### config.mk
export PLATFORM = sky130hd
export DESIGN_NAME = kws_requant_seq_flat
export DESIGN_NICKNAME = d
export VERILOG_FILES = /design/src/rtl/kws_requant_if.sv /design/src/rtl/kws_requant_seq.sv /design/src/flat_wrapper.sv
export SDC_FILE = /design/constraint.sdc
export NUM_CORES = 1
export LEC_CHECK = 0
export ABC_AREA = 1
export CORE_AREA = 2 2 153 229
export CTS_BUF_LIST = sky130_fd_sc_hd__clkbuf_8
export CTS_CLUSTER_SIZE = 20
export DETAILED_ROUTE_END_ITERATION = 12
export DIE_AREA = 0 0 155 231
export GPL_ROUTABILITY_DRIVEN = 0
export GPL_TIMING_DRIVEN = 0
export HOLD_SLACK_MARGIN = 0.15
export PLACE_DENSITY = 0.82
export SYNTH_ARGS = -nofsm -noshare
export SYNTH_HDL_FRONTEND = slang
export SYNTH_SLANG_ARGS = --single-unit
### constraint.sdc
create_clock -name clk -period 8.8 [get_ports clk]
set_clock_uncertainty 0.15 [all_clocks]
set_input_delay 1.32 -clock clk [delete_from_list [all_inputs] [get_ports clk]]
set_output_delay 1.32 -clock clk [all_outputs]
set_load 0.02 [all_outputs]
### src/rtl/kws_requant_if.sv
// kws_requant_if: accumulator-in / packed-word-out valid/ready streams for kws_requant_seq.
interface kws_requant_if;
   logic        in_valid;
   logic        in_ready;
   logic [31:0] in_data;
   logic        in_last;
   logic        out_valid;
   logic        out_ready;
   logic [31:0] out_data;

   modport master (
      output in_valid, in_data, in_last, out_ready,
      input  in_ready, out_valid, out_data
   );

   modport slave (
      input  in_valid, in_data, in_last, out_ready,
      output in_ready, out_valid, out_data
   );
endinterface

### src/rtl/kws_requant_seq.sv
// kws_requant_seq: per-channel rounding divide-by-POT + int8 clamp over an accumulator stream, four results per word.
// Optional saturation counter port sat_count is present when KWS_REQUANT_SAT_COUNT_EN is defined.
module kws_requant_seq #(
   parameter int unsigned NUM_CH = 64,
   parameter int unsigned CH_W   = 6
) (
   input  logic            clk,
   input  logic            reset,
   input  logic            cfg_exp_we,
   input  logic [CH_W-1:0] cfg_exp_addr,
   input  logic [3:0]      cfg_exp_data,
   input  logic            cfg_len_we,
   input  logic [CH_W:0]   cfg_len,
   input  logic            start,
   kws_requant_if.slave    strm,
`ifdef KWS_REQUANT_SAT_COUNT_EN
   output logic [15:0]     sat_count,
`endif
   output logic            busy
);

   localparam int unsigned LEN_W = CH_W + 1;

   typedef enum logic [1:0] {IDLE, RUN, DRAIN} state_t;

   state_t             state, state_nxt;
   logic [3:0]         exp_tab [NUM_CH];
   logic [LEN_W-1:0]   len_q;
   logic [CH_W-1:0]    ch_idx;
   logic [1:0]         lane;
   logic [31:0]        pack_q;
   logic               out_valid_q;
   logic [31:0]        out_data_q;

   logic               in_ready_c;
   logic               last_pend_c;
   logic               accept_c;
   logic               emit_c;
   logic [3:0]         code_c;
   logic [3:0]         sh_c;
   logic [31:0]        mask_c;
   logic [31:0]        rem_c;
   logic [31:0]        thr_c;
   logic signed [31:0] acc_c;
   logic signed [31:0] quo_c;
   logic signed [31:0] rnd_c;
   logic [7:0]         res_byte_c;
   logic [31:0]        word_c;

   assign strm.in_ready  = in_ready_c;
   assign strm.out_valid = out_valid_q;
   assign strm.out_data  = out_data_q;
   assign busy           = (state != IDLE);

   // Rounding divide by power of two, clamp to 0..255, then re-centre to int8
   always_comb begin
      code_c     = exp_tab[ch_idx];
      sh_c       = 4'd8;
      res_byte_c = 8'h00;
      casez (code_c)
         4'b?111: sh_c = 4'd9;
         4'b??11: sh_c = 4'd5;
         4'b???1: sh_c = 4'd7;
         4'b??1?: sh_c = 4'd6;
         default: sh_c = 4'd8;
      endcase
      acc_c  = $signed(strm.in_data);
      mask_c = (32'd1 << sh_c) - 32'd1;
      rem_c  = strm.in_data & mask_c;
      thr_c  = (mask_c >> 1) + 32'(acc_c[31]);
      quo_c  = acc_c >>> sh_c;
      rnd_c  = quo_c + ((rem_c > thr_c) ? 32'sd1 : 32'sd0);
      if (rnd_c < 32'sd0) begin
         res_byte_c = 8'h80;
      end else if (rnd_c > 32'sd255) begin
         res_byte_c = 8'h7F;
      end else begin
         res_byte_c = rnd_c[7:0] ^ 8'h80;
      end
   end

   // Pack register with the current beat's byte merged into its lane
   always_comb begin
      word_c = pack_q;
      word_c[{lane, 3'b000} +: 8] = res_byte_c;
   end

   // Next state and input-side ready
   always_comb begin
      state_nxt   = state;
      in_ready_c  = 1'b0;
      last_pend_c = strm.in_valid && strm.in_last;
      case (state)
         IDLE: begin
            if (start) state_nxt = RUN;
         end
         RUN: begin
            in_ready_c = ((lane != 2'd3) && !last_pend_c) || !out_valid_q || strm.out_ready;
            if (strm.in_valid && in_ready_c && strm.in_last) state_nxt = DRAIN;
         end
         DRAIN: begin
            if (out_valid_q && strm.out_ready) state_nxt = IDLE;
         end
         default: state_nxt = IDLE;
      endcase
   end

   assign accept_c = strm.in_valid && in_ready_c;
   assign emit_c   = accept_c && ((lane == 2'd3) || strm.in_last);

   always_ff @(posedge clk) begin
      if (reset) state <= IDLE;
      else       state <= state_nxt;
   end

   // Configuration is only writable between jobs
   always_ff @(posedge clk) begin
      if (reset) begin
         for (int unsigned i = 0; i < NUM_CH; i++) exp_tab[CH_W'(i)] <= 4'd0;
         len_q <= LEN_W'(NUM_CH);
      end else if (state == IDLE) begin
         if (cfg_exp_we) exp_tab[cfg_exp_addr] <= cfg_exp_data;
         if (cfg_len_we && (cfg_len != '0) && (cfg_len <= LEN_W'(NUM_CH))) len_q <= cfg_len;
      end
   end

   always_ff @(posedge clk) begin
      if (reset) begin
         ch_idx      <= '0;
         lane        <= 2'd0;
         pack_q      <= 32'd0;
         out_valid_q <= 1'b0;
         out_data_q  <= 32'd0;
      end else begin
         if ((state == IDLE) && start) begin
            ch_idx <= '0;
            lane   <= 2'd0;
            pack_q <= 32'd0;
         end
         if (accept_c) begin
            ch_idx <= ({1'b0, ch_idx} == (len_q - LEN_W'(1))) ? '0 : ch_idx + CH_W'(1);
            if (emit_c) begin
               lane   <= 2'd0;
               pack_q <= 32'd0;
            end else begin
               lane   <= lane + 2'd1;
               pack_q <= word_c;
            end
         end
         // A new word may replace the one being handshaken in the same cycle
         if (emit_c) begin
            out_valid_q <= 1'b1;
            out_data_q  <= word_c;
         end else if (strm.out_ready) begin
            out_valid_q <= 1'b0;
         end
      end
   end

`ifdef KWS_REQUANT_SAT_COUNT_EN
   logic clamped_c;
   assign clamped_c = (rnd_c < 32'sd0) || (rnd_c > 32'sd255);

   always_ff @(posedge clk) begin
      if (reset) begin
         sat_count <= 16'd0;
      end else if ((state == IDLE) && start) begin
         sat_count <= 16'd0;
      end else if (accept_c && clamped_c && (sat_count != 16'hFFFF)) begin
         sat_count <= sat_count + 16'd1;
      end
   end
`endif

endmodule

### src/flat_wrapper.sv
// flat-port wrapper written by rule: the top's interface ports become plain ports
module kws_requant_seq_flat 
#(
   parameter int unsigned NUM_CH = 64,
   parameter int unsigned CH_W   = 6
)
  (clk, reset, cfg_exp_we, cfg_exp_addr, cfg_exp_data, cfg_len_we, cfg_len, start, busy, strm_in_valid, strm_in_data, strm_in_last, strm_out_ready, strm_in_ready, strm_out_valid, strm_out_data);
  kws_requant_if strm_i ();
  input  logic clk;
  input  logic reset;
  input  logic cfg_exp_we;
  input  logic [CH_W-1:0] cfg_exp_addr;
  input  logic [3:0] cfg_exp_data;
  input  logic cfg_len_we;
  input  logic [CH_W:0] cfg_len;
  input  logic start;
  output logic busy;
  input wire logic [$bits(strm_i.in_valid)-1:0] strm_in_valid;
  input wire logic [$bits(strm_i.in_data)-1:0] strm_in_data;
  input wire logic [$bits(strm_i.in_last)-1:0] strm_in_last;
  input wire logic [$bits(strm_i.out_ready)-1:0] strm_out_ready;
  output wire logic [$bits(strm_i.in_ready)-1:0] strm_in_ready;
  output wire logic [$bits(strm_i.out_valid)-1:0] strm_out_valid;
  output wire logic [$bits(strm_i.out_data)-1:0] strm_out_data;
  assign strm_i.in_valid = strm_in_valid;
  assign strm_i.in_data = strm_in_data;
  assign strm_i.in_last = strm_in_last;
  assign strm_i.out_ready = strm_out_ready;
  assign strm_in_ready = strm_i.in_ready;
  assign strm_out_valid = strm_i.out_valid;
  assign strm_out_data = strm_i.out_data;
  kws_requant_seq #(.NUM_CH(NUM_CH), .CH_W(CH_W)) u_core (.clk(clk), .reset(reset), .cfg_exp_we(cfg_exp_we), .cfg_exp_addr(cfg_exp_addr), .cfg_exp_data(cfg_exp_data), .cfg_len_we(cfg_len_we), .cfg_len(cfg_len), .start(start), .strm(strm_i), .busy(busy));
endmodule
==> Word-level counts from Yosys, hierarchy flattened <==
Memories as Yosys holds them, arrays and structs flattened. A register that Yosys moved wholly into a read port is not among the register bits.
Index checks and enable logic that the tools add are counted.
{ "classes": {"bitwise": 2, "reduce_logical": 23, "n_mux": 35, "n_lt_le_gt_ge": 4, "eq_ne": 10, "addsub": 7, "n_shift": 4} }
{ "ops": {"columns": ["op", "n"], "rows": [
  ["32-bit two-way mux", 3],
  ["6-bit two-way mux", 6],
  ["31-bit by 1-bit adder with 32-bit output", 1],
  ["32-bit adder", 1],
  ["32-bit bitwise AND", 1],
  ["32-bit bitwise mux", 1],
  ["32-bit greater-than comparator", 1],
  ["32-bit by 9-bit greater-than comparator with 1-bit output (second input constant)", 1],
  ["32-bit by 1-bit < comparator with 1-bit output (second input constant)", 1],
  ["8-bit by 7-bit variable shift with 32-bit output (first input constant)", 1],
  ["8-bit by 7-bit variable part select with 32-bit output", 1],
  ["1-bit by 4-bit left shift with 32-bit output (first input constant)", 1],
  ["32-bit by 4-bit >>> shifter with 32-bit output", 1],
  ["32-bit by 1-bit subtractor with 32-bit output (second input constant)", 1],
  ["4-bit two-way mux", 5],
  ["8-bit two-way mux", 2],
  ["2-bit two-way mux", 6],
  ["1-bit two-way mux", 11],
  ["1-bit logical AND", 10],
  ["6-bit by 7-bit equality test with 1-bit output", 1],
  ["7-bit less-or-equal comparator (second input constant)", 1],
  ["5-bit negator with 7-bit output", 1],
  ["7-bit nonzero test", 1],
  ["7-bit by 1-bit subtractor with 7-bit output (second input constant)", 1],
  ["other kinds (16)", 25]
]} }
{ "totals": {"output_inout_bits": 35, "elab_cells": 93, "mem_count": 1, "ff_bits": 82, "mem_bits_rw": 256, "input_bits": 57} }
{ "mem_list": {"columns": ["memory", "words", "width", "rd", "rd_clocked_by_memory_dff", "wr", "line_no", "rtl"], "rows": [
  ["u_core.exp_tab", 64, 4, 1, 1, 64, "kws_requant_seq.sv:27", "logic [3:0] exp_tab [NUM_CH];"]
]} }

==> Logic depth before layout (Yosys ltp) <==
{ "logic_depth": {"depth_word": 17, "depth_mapped": 57, "ltp_nobuf": 51} }

==> Least setup slack after synthesis <==
Ideal clock, no wire load.
{ "synth_timing": {"kind": "flip-flop to flip-flop", "startpoint": "register (tool-made name)", "endpoint": "register u_core.out_data_q[10], in the netlist u_core.strm.out_data[10]", "t_arrival_ns": 6.707, "setup_slack_ns": 1.830, "required_ns": 8.537, "path_buffers": 8, "setup_ns": 0.113, "path_stages_with_launch": 46, "path_cell_list": "dfxtp_1 -> buf_6 -> buf_6 -> buf_4 -> clkbuf_1 -> o21ai_0 -> o22ai_1 -> o21ai_0 -> o221ai_1 -> o211ai_1 -> nand2_1 -> ha_1 -> nand3_2 -> nand2_1 -> buf_2 -> buf_2 -> buf_1 -> nand2_1 -> (+10 left out) -> o2111ai_1 -> a211oi_1 -> a31oi_1 -> ha_1 -> ha_1 -> nand2_1 -> nor2_1 -> nand2_1 -> o21ai_1 -> nand2_1 -> nor2_1 -> nand3_1 -> nor2_4 -> nand3_1 -> nand4_1 -> o21bai_1 -> o21ai_1 -> inv_1"} }
{ "synth_rtl": {"columns": ["item", "line_no", "rtl"], "rows": [
  ["end signal: assignment", "kws_requant_seq.sv:153", "out_data_q <= word_c;"],
  ["end: declaration", "kws_requant_seq.sv:33", "logic [31:0] out_data_q;"]
]} }

==> summary.md <==
| Metric | Value |
|---|---|
| Status | complete, no violations |
| Core ar. | 34,000 um2 |
| Final Hold Viols | 0 |
| Count leader, synth | nand2_1 |
| Area contributors post-synth | edfxtp_1, nand2_1, dfxtp_1 |
| Max frequency | 117 MHz |
| Die ar. | 35,800 um2 |
| R2r worst-path depth | 49 |
| Die height | 231 um |
| Vias | 18,600 |
| Top cell type by total area after synthesis | edfxtp_1 |
| Max Cap Viol | 0 |
| Setup crit end | u_core.pack_q[24]$_SDFFE_PP0N_ |
| Global routing usage on met2 | 57.9% |
| Sw frac | 33.1% |
| P_int | 2.46 mW |
| Synthesized flop and latch total | 280 |
| N_diodes | 0 |
| Crit-path leading delay family | simple AND/OR/NAND/NOR gates |
| Die span in x | 155 um |
| Most used cell, CP | nand2_1 |
| Worst-path fanout max | 19 |
| Setup TNS | 0 ns |
| Synth warnings | 0 |
| Slew HR | 13.5% |
| Post-synth top cells | nand2_1, nor2_1, nand3_1, inv_1, edfxtp_1 |
| Cell Area, Synth | 17,700 um2 |
| WHS | 0.318 ns |
| Worst EP arrival | 8.90 ns |
| Share of post-route cells with drive strength above 1 | 7.95% |
| Async S/R FF share, synth | 0% |
| DRC violations left | 0 |
| Flop2flop setup slack | 0.26 ns |
| End of the worst register-to-register path | u_core.pack_q[24]$_SDFFE_PP0N_ |
| PwrDens | 179 nW/um2 |
| Top-area cell type share of the netlist area | 32.6% |
| Post-Syn Instances | 2,470 |
| Max-slew violation count | 0 |
| Nets@finish | 2,730 |
| Grt total ovfl | 0 |
| Leak | 8.96 nW |
| CTS max path bufs | 3 |
| HP Class | register to register |
| GR Util met1 | 34.2% |
| Syn avg cell area | 7.17 um2 |
| DR vias/cell | 6.06 |
| Register share of total power | 39.9% |
| # IOs | 92 |
| Vias in the first global route | 18,100 |
| Crit path max-delay cell type | ha_2 |
| Pre-CTS setup slack | -0.994 ns |
| Skew-Pair Late Insertion Delay | 0.60 ns |
| Port bufs | 90 |
| Largest net degree at the start of global routing | 20 |
| Initial antenna violation count | 0 |
| Levels on crit path | 49 |
| Synth Flop Type | edfxtp_1 |
| Crit path time final | 8.54 ns |
| CTS root buf | clkbuf_8 |
| RSZ-0062 raised after global routing | true |
| DRT iter0 DRCs | 2,608 |
| CTS Buf Count | 42 |
| WL final | 60.0 mm |
| Buffers plus inverters on the worst setup path | 12 |
| Net Sw Power | 1.21 mW |
| CP endpoint kind | register |
| Measured slew at the worst slew-check pin | 1.29 ns |
| Logic pwr share | 26.1% |
| Routed len/inst | 19.5 um |
| VDD IR max | 0.126 mV |
| Worst-path clk slew | 0.06 ns |
| Post-DRT Antenna Nets | 0 |
| First-pass GRT wire length | 92.6 mm |
| CTS H-tree depth | 2 |
| Register area share after synthesis | 42.5% |
| Tot GR Track Use | 33.2% |
| Synth unique cells | 47 |
| Area after DPL | 19,300 um2 |
| CP Class | register to register |
| Met3 usage in global routing | 6.91% |
| Clock power share | 34.1% |
| CP peak stage delay | 0.34 ns |
| P&R area growth vs syn | 15.9% |
| Clk sinks | 280 |
| Critical Path RT | 9.16 ns |
| # hold bufs at CTS | 0 |
| Post-synth EDFFs | 192 |
| Final instance area | 20,500 um2 |
| Pwr Total | 3.67 mW |
| Pre-antenna DRT Iters | 7 |
| Detailed placement HPWL | 43.8 mm |
| CTS tree | done |
| Layer with the highest usage | met2 |
| Row count | 83 |
| Crit start category | register |
| Final setup violation count | 0 |
| Initial Util | 52.2% |
| Final worst-path cycle share | 97.1% |
| Worst Slack Setup Final | 0.260 ns |
logic make-up after synthesis:
kind of cell    count (synthesis)  share of synthesized area (%)
flops                         280                           42.5
fa+ha+maj                      53                           3.74
xor+xnor                       28                           1.38
simple gates                 1480                           35.6
other cells                     2                         0.0424
buf+inv                       363                           8.53
compound gates                264                           8.20
layer usage:
metal | wire, um | up-vias | share of wire [%]
li1 | - | 8466 | -
met1 | 18900 | 8342 | 31
met2 | 28900 | 1360 | 48
met3 | 6170 | 474 | 10
met4 | 6060 | 0 | 10
met5 | 0 | - | 0
power by group through the flow:
stage	clock, mW	sequential (mW)	combinational (mW)
6_report	1.25	1.46	0.956
3_5_place_dp	0	1.49	0.892
2_1_floorplan	0	1.49	0.617
5_1_grt	1.29	1.47	1.05
4_1_cts	1.25	1.46	0.901
3_3_place_gp	0	1.49	0.871
final cells by class:
class / instances / area, um2
clock inverters: 28 / 307
well taps: 425 / 532
plain buffers: 120 / 666
inverters: 238 / 900
repair buffers: 103 / 1010
clock buffers: 49 / 674
flip-flops and latches: 280 / 7530
fillers: 2949 / 13400
multi-input cells: 1835 / 8910
per-stage QoR:
stage	std cells	utilization, %
global placement	2993	56.5
floorplan	2478	-
CTS	3077	59.9
finish	3078	60.4
global route	3078	60.4
detailed placement	3002	56.8
registers in the layout (all words and copies together), names as in the netlist, named ones only:
register               count
u_core.strm.out_valid      1
u_core.strm.out_data      32
u_core.lane                2
u_core.ch_idx              6
u_core.state               2
u_core.len_q               7
u_core.pack_q             32
u_core.exp_tab           192
cells in the final DEF (no fill, tap or decap), drive strengths merged, types with 10 or more instances in the layout:
cell | Yosys | final
buf | 51 | 62
a21oi | 100 | 100
o22ai | 16 | 16
nor3 | 13 | 13
edfxtp | 192 | 192
xor2 | 20 | 20
nand3 | 304 | 304
nand2 | 704 | 704
o21ai | 109 | 109
inv | 236 | 247
conb | 2 | 10
nand3b | 10 | 10
clkbuf | 74 | 120
dfxtp | 88 | 88
nand4 | 55 | 55
clkdlybuf4s50 | 0 | 90
ha | 53 | 53
o21bai | 16 | 16
clkinv | 2 | 10
nor4 | 13 | 13
nor2 | 375 | 375
worst register-to-register path, delay by kind of cell, from the launching register on:
family	cells	cell delay, ns
XOR/XNOR	1	0.26
AO/OA/AOI/OAI	11	2.05
buffers and inverters	12	1.54
adder cells (fa/ha/maj)	4	1.16
AND/OR/NAND/NOR	21	3.01
flip-flops	1	0.31
timing repair:
action                                  in CTS  in global routing
gates resized for setup                     24                 64
pin swaps                                    0                 14
endpoints found under the setup margin      64                 64
buffers inserted                             0                  4
worst min path at each step:
stage | to | slack, ns | from | cells past startpoint
floorplan | u_core.pack_q[0]$_SDFFE_PP0N_ | 0.30 | u_core.pack_q[0]$_SDFFE_PP0N_ | 2
global placement | u_core.pack_q[5]$_SDFFE_PP0N_ | 0.30 | u_core.pack_q[5]$_SDFFE_PP0N_ | 2
detailed placement | u_core.pack_q[25]$_SDFFE_PP0N_ | 0.31 | u_core.pack_q[25]$_SDFFE_PP0N_ | 2
CTS | u_core.pack_q[25]$_SDFFE_PP0N_ | 0.32 | u_core.pack_q[25]$_SDFFE_PP0N_ | 2
global route | u_core.pack_q[7]$_SDFFE_PP0N_ | 0.34 | u_core.pack_q[7]$_SDFFE_PP0N_ | 2
finish | u_core.pack_q[14]$_SDFFE_PP0N_ | 0.32 | u_core.pack_q[14]$_SDFFE_PP0N_ | 2
No activity file was read; power rests on OpenSTA's default activity.
